### src/rtl/multiplier_seq_cla.sv
// Iterative shift-add multiplier: BITS_PER_CYCLE partial products per clock,
// accumulated through carry-lookahead (parallel-prefix) adders.
// Optional feature macro: SIGNED_MULT_EN (adds signed_mode port, two's complement operands).
//
// state | meaning
// IDLE  | waiting for operands, in_ready=1
// CALC  | retiring BITS_PER_CYCLE multiplier bits per cycle
// DONE  | product valid, waiting for out_ready
module multiplier_seq_cla #(
    parameter int MULTICAND_WID  = 32,
    parameter int MULTIPLIER_WID = 32,
    parameter int BITS_PER_CYCLE = 1,
    localparam int STEPS = MULTIPLIER_WID / BITS_PER_CYCLE,
    localparam int PWID  = MULTICAND_WID + MULTIPLIER_WID
) (
    input  logic                      clk,
    input  logic                      rst_n,
    input  logic                      in_valid,
    output logic                      in_ready,
    input  logic [MULTICAND_WID-1:0]  multicand,
    input  logic [MULTIPLIER_WID-1:0] multiplier,
    output logic                      out_valid,
    input  logic                      out_ready,
    output logic [PWID-1:0]           product
`ifdef SIGNED_MULT_EN
    ,
    input  logic                      signed_mode
`endif
);

    localparam int CW  = $clog2(STEPS) + 1;
    localparam int SW  = MULTICAND_WID + BITS_PER_CYCLE;
    localparam int BPC = BITS_PER_CYCLE;

    if (MULTIPLIER_WID % BITS_PER_CYCLE != 0) begin : g_bpc_check
        $error("BITS_PER_CYCLE must divide MULTIPLIER_WID");
    end

    typedef enum logic [1:0] {IDLE, CALC, DONE} state_t;

    state_t                    state;
    logic [MULTICAND_WID-1:0]  a_reg;
    logic [MULTIPLIER_WID-1:0] b_reg;
    logic [PWID-1:0]           acc;
    logic [CW-1:0]             count;

    logic [MULTICAND_WID-1:0]  a_in;
    logic [MULTIPLIER_WID-1:0] b_in;
    logic [SW-1:0]             sum;
    logic [PWID-1:0]           acc_nx;
    logic [PWID-1:0]           fin_prod;

`ifdef SIGNED_MULT_EN
    logic sign_reg;
`endif

    // Kogge-Stone style carry lookahead; sums never overflow SW bits here.
    function automatic logic [SW-1:0] cla_add(input logic [SW-1:0] x, input logic [SW-1:0] y);
        logic [SW-1:0] g;
        logic [SW-1:0] p;
        logic [SW-1:0] gg;
        logic [SW-1:0] pp;
        g  = x & y;
        p  = x ^ y;
        gg = g;
        pp = p;
        for (int d = 1; d < SW; d = d * 2) begin
            for (int i = SW - 1; i >= d; i--) begin
                gg[i] = gg[i] | (pp[i] & gg[i-d]);
                pp[i] = pp[i] & pp[i-d];
            end
        end
        return p ^ {gg[SW-2:0], 1'b0};
    endfunction

    // Operand conditioning: magnitudes in signed mode, pass-through otherwise.
    always_comb begin
`ifdef SIGNED_MULT_EN
        a_in = (signed_mode && multicand[MULTICAND_WID-1])  ? (~multicand + 1'b1)  : multicand;
        b_in = (signed_mode && multiplier[MULTIPLIER_WID-1]) ? (~multiplier + 1'b1) : multiplier;
`else
        a_in = multicand;
        b_in = multiplier;
`endif
    end

    // One CALC step: add BPC shifted partial products into the upper accumulator, shift right.
    always_comb begin
        sum = {{BPC{1'b0}}, acc[PWID-1:MULTIPLIER_WID]};
        for (int k = 0; k < BPC; k++) begin
            sum = cla_add(sum, b_reg[k] ? ({{BPC{1'b0}}, a_reg} << k) : '0);
        end
        acc_nx = PWID'({sum, acc[MULTIPLIER_WID-1:0]} >> BPC);
`ifdef SIGNED_MULT_EN
        fin_prod = sign_reg ? (~acc_nx + 1'b1) : acc_nx;
`else
        fin_prod = acc_nx;
`endif
    end

    // Control FSM and datapath registers.
    always_ff @(posedge clk or negedge rst_n) begin
        if (!rst_n) begin
            state     <= IDLE;
            in_ready  <= 1'b1;
            out_valid <= 1'b0;
            product   <= '0;
            count     <= '0;
            acc       <= '0;
            a_reg     <= '0;
            b_reg     <= '0;
`ifdef SIGNED_MULT_EN
            sign_reg  <= 1'b0;
`endif
        end else begin
            case (state)
                IDLE: begin
                    if (in_valid) begin
                        a_reg    <= a_in;
                        b_reg    <= b_in;
                        acc      <= '0;
                        count    <= '0;
                        in_ready <= 1'b0;
                        state    <= CALC;
`ifdef SIGNED_MULT_EN
                        sign_reg <= signed_mode &
                                    (multicand[MULTICAND_WID-1] ^ multiplier[MULTIPLIER_WID-1]);
`endif
                    end
                end
                CALC: begin
                    acc   <= acc_nx;
                    b_reg <= b_reg >> BPC;
                    count <= count + 1'b1;
                    if (count == CW'(STEPS - 1)) begin
                        product   <= fin_prod;
                        out_valid <= 1'b1;
                        state     <= DONE;
                    end
                end
                DONE: begin
                    if (out_ready) begin
                        out_valid <= 1'b0;
                        in_ready  <= 1'b1;
                        state     <= IDLE;
                    end
                end
                default: state <= IDLE;
            endcase
        end
    end

endmodule

### config.mk
export PLATFORM = sky130hd
export DESIGN_NAME = multiplier_seq_cla
export DESIGN_NICKNAME = d
export VERILOG_FILES = /design/src/rtl/multiplier_seq_cla.sv
export SDC_FILE = /design/constraint.sdc
export NUM_CORES = 1
export LEC_CHECK = 0
export CAP_MARGIN = 15
export CORE_AREA = 2 2 168 170
export DETAILED_ROUTE_END_ITERATION = 16
export DIE_AREA = 0 0 170 172
export PLACE_DENSITY = 0.51
export SKIP_LAST_GASP = 1
export SYNTH_ARGS = -nofsm -noshare
export SYNTH_HDL_FRONTEND = slang
export SYNTH_SLANG_ARGS = --single-unit
### constraint.sdc
create_clock -name clk -period 5.3 [get_ports clk]
set_input_delay 1.06 -clock clk [delete_from_list [all_inputs] [get_ports clk]]
set_output_delay 1.06 -clock clk [all_outputs]
set_load 0.05 [all_outputs]
==> run_results.csv <==
group,metric,value,unit
run_status,status,"completed",
die,die_area,29200,um^2
logic_synthesis,syn-instance-count,931,
min_path,holdCritPathClass,"flop to flop",
logic_synthesis,yosys.cell_types.count,52,
timing,setup_violations,0,
finish,largest-register,"product",
run,maxCapViolCount,0,
routing,vias,7169,
worst_setup_path,critPathArrivalTime,3.67,ns
worst_setup_path,critPathLaunchType,"flop",
worst_setup_path,path_max_fanout,9,
global_route,grt_max_degree,91,
placement,place_congestion,0.824,
cts,cts_tree,"done",
timing,max_freq,304,MHz
logic_synthesis,async_flop_share,100,%
routing,drt_iter0_drc,470,
routing,drtPass1Iterations,4,
timing,worst_slew_pin_slew,0.975,ns
cts,insertion_delay,0.52,ns
power_and_ir_drop,switching_share,38.9,%
worst_setup_path,required,5.68,ns
global_route,first_global_vias,7260,
logic_synthesis,synthesis.area,9520,um^2
finish,largest_reg_flops,64,
die,coreArea,27500,um^2
power_and_ir_drop,cellLeakagePower,5.57,nW
logic_synthesis,synth_edf_count,0,
die,start_util,34.6,%
finish,final_nets,1147,
cts,postCtsHoldBufs,0,
timing,finalCritPeriodShare,62.1,%
routing,viasPerCell,5.09,
die,io_pins,134,
power_and_ir_drop,combPwrFrac,41.9,%
logic_synthesis,synth.top_cell.area_share,52.6,%
timing,finalCriticalPeriod,3.29,ns
logic_synthesis,synth.yosys.seq_area_share,52.9,%
power_and_ir_drop,p_clk_share,21.8,%
die,die_y,172,um
die,die_w,170,um
logic_synthesis,ys.flop_type,"dfrtp_1",
cts,h-tree-depth,1,
die,rows,61,
finish,area_growth,25.3,%
timing,fin_setup_tns,0,ns
placement,placement.io_buffers,133,
cts,post-cts-setup-buffers,0,
finish,layout_common_cells,"224 x nand2_1, 200 x dfrtp_1, 132 x clkdlybuf4s50_1",
logic_synthesis,synth_nets,1033,
cts,cts-root-buf,"clkbuf_16",
cts,cts.sinks,201,
cts,clkTransAtPathRegs,0.06,ns
routing,wl_per_cell,16.8,um
routing,wirelength,23700,um
finish,drive_above_1_share,9.23,%
power_and_ir_drop,p_per_area,580,nW/um^2
cts,clockBufferDepth,3,
power_and_ir_drop,power_frac_seq,36.3,%
logic_synthesis,synth_area_leaders,"dfrtp_1 53%, nand2_1 8.9%, a22o_1 5.8%",
power_and_ir_drop,switchingPower,2.70,mW
cts,cts_made_buffers,23,
finish,fill_cells,2684,
timing,hold_viol_final,0,
global_route,grt_pass1_wl,39300,um
timing,slew_violations,0,
logic_synthesis,syn_area_per_cell,10.2,um^2
finish,antennaDiodeCount,0,
timing,max-slew-margin-rel,34.8,%
routing,drc,0,
global_route,gr-total-overflow,0,
logic_synthesis,yosysWarnings,0,
placement,dpl_worst_slack,2.06,ns
logic_synthesis,synth_seq_cells,201,
worst_setup_path,crit_path_end_kind,"flop",
cts,cts_resized,0,
timing,setup_ws,2.01,ns
power_and_ir_drop,worst_ir_drop_vdd,0.000200,V
routing,final_antenna_net_count,0,
timing,grt_setup_unrepaired,"false",
logic_synthesis,synth_largest_area_cell,"dfrtp_1",
finish,reg.largest.list,"product (64), acc (63)",
finish,layout_commonest_cell,"nand2_1",
power_and_ir_drop,intPower,4.23,mW
timing,skew,0.0207,ns
global_route,grtUsageTotal,16.6,%
placement,dp_hpwl,15900,um
worst_setup_path,path_class,"flop to flop",
global_route,antenna_found_initial,0,
power by group through the flow:
stage	combinational [mW]	clock, mW	sequential (mW)
floorplan	1.64	0	2.93
global placement	2.91	0	2.55
detailed placement	2.93	0	2.55
CTS	2.94	1.56	2.53
global route	3.21	1.62	2.61
finish	2.90	1.51	2.51
worst max-delay path, stage by stage, from the launching register on:
cell,delay [ns]
dfrtp_1,0.43
and2_1,0.17
ha_1,0.21
fa_1,0.45
a211o_1,0.30
a21oi_1,0.20
a21oi_2,0.11
a21o_1,0.24
a31o_4,0.28
a31oi_4,0.24
o21ai_2,0.09
xnor2_1,0.16
mux2_2,0.28
worst paths after layout:
path / from / end / slack, ns / cells after the start
max: b_reg[0] / product[59] / 2.01 / 12
min: product[29] / product[29] / 0.47 / 2
max reg2reg: b_reg[0] / product[59] / 2.01 / 12
min reg2reg: product[29] / product[29] / 0.47 / 2
max in group asynchronous: rst_n / acc[51] / 3.70 / 2
min in group asynchronous: rst_n / acc[47] / 0.61 / 1
cell families (layout without fill, tap and decap cells):
kind of cell,count (synthesis),after routing,synth area share (%)
AO/OA/AOI/OAI,245,245,18.3
XOR/XNOR,28,28,2.58
adder cells (fa/ha/maj),34,34,4.55
buffers and inverters,61,192,2.41
flip-flops,201,201,52.9
multiplexers,41,41,4.82
AND/OR/NAND/NOR,321,321,14.4
cells in the mapped netlist (all sizes together), types with 9 or more instances:
cell type / n
xnor2: 19
dfrtp: 200
mux2: 39
a31oi: 9
buf: 10
nor2: 24
a21o: 19
o21ai: 52
ha: 33
and2: 34
xor2: 9
a22oi: 31
nand2: 225
a22o: 63
a21oi: 37
clkbuf: 45
stage by stage:
stage	hold slack (ns)	utilization [%]	instance area (um^2)	power, mW	instances
after global placement	0.457	40.8	11200	5.46	1366
after CTS	0.476	43.4	11900	7.03	1408
final	0.468	43.4	11900	6.92	1408
after floorplan	0.440	-	9520	4.57	931
after detailed placement	0.462	40.8	11200	5.48	1366
after global routing	0.492	43.4	11900	7.43	1408
metal layers:
metal	GRT usage, %	up-vias	routed length, um
met5	0	-	0
met4	3.86	0	416
met3	2.36	28	762
li1	-	3532	-
met2	27.2	121	11300
met1	23.3	3488	11300
cell type report:
cell class / instances / area (um^2) / area share (%)
Sequential cell: 201 / 5030 / 42.2
Multi-Input combinational cell: 669 / 4300 / 36.0
Timing Repair Buffer: 144 / 1430 / 12.0
Clock buffer: 38 / 692 / 5.80
Tap cell: 346 / 433 / 3.63
Clock inverter: 4 / 23.8 / 0.199
Inverter: 6 / 22.5 / 0.189
(Power assumes the default switching activity.)
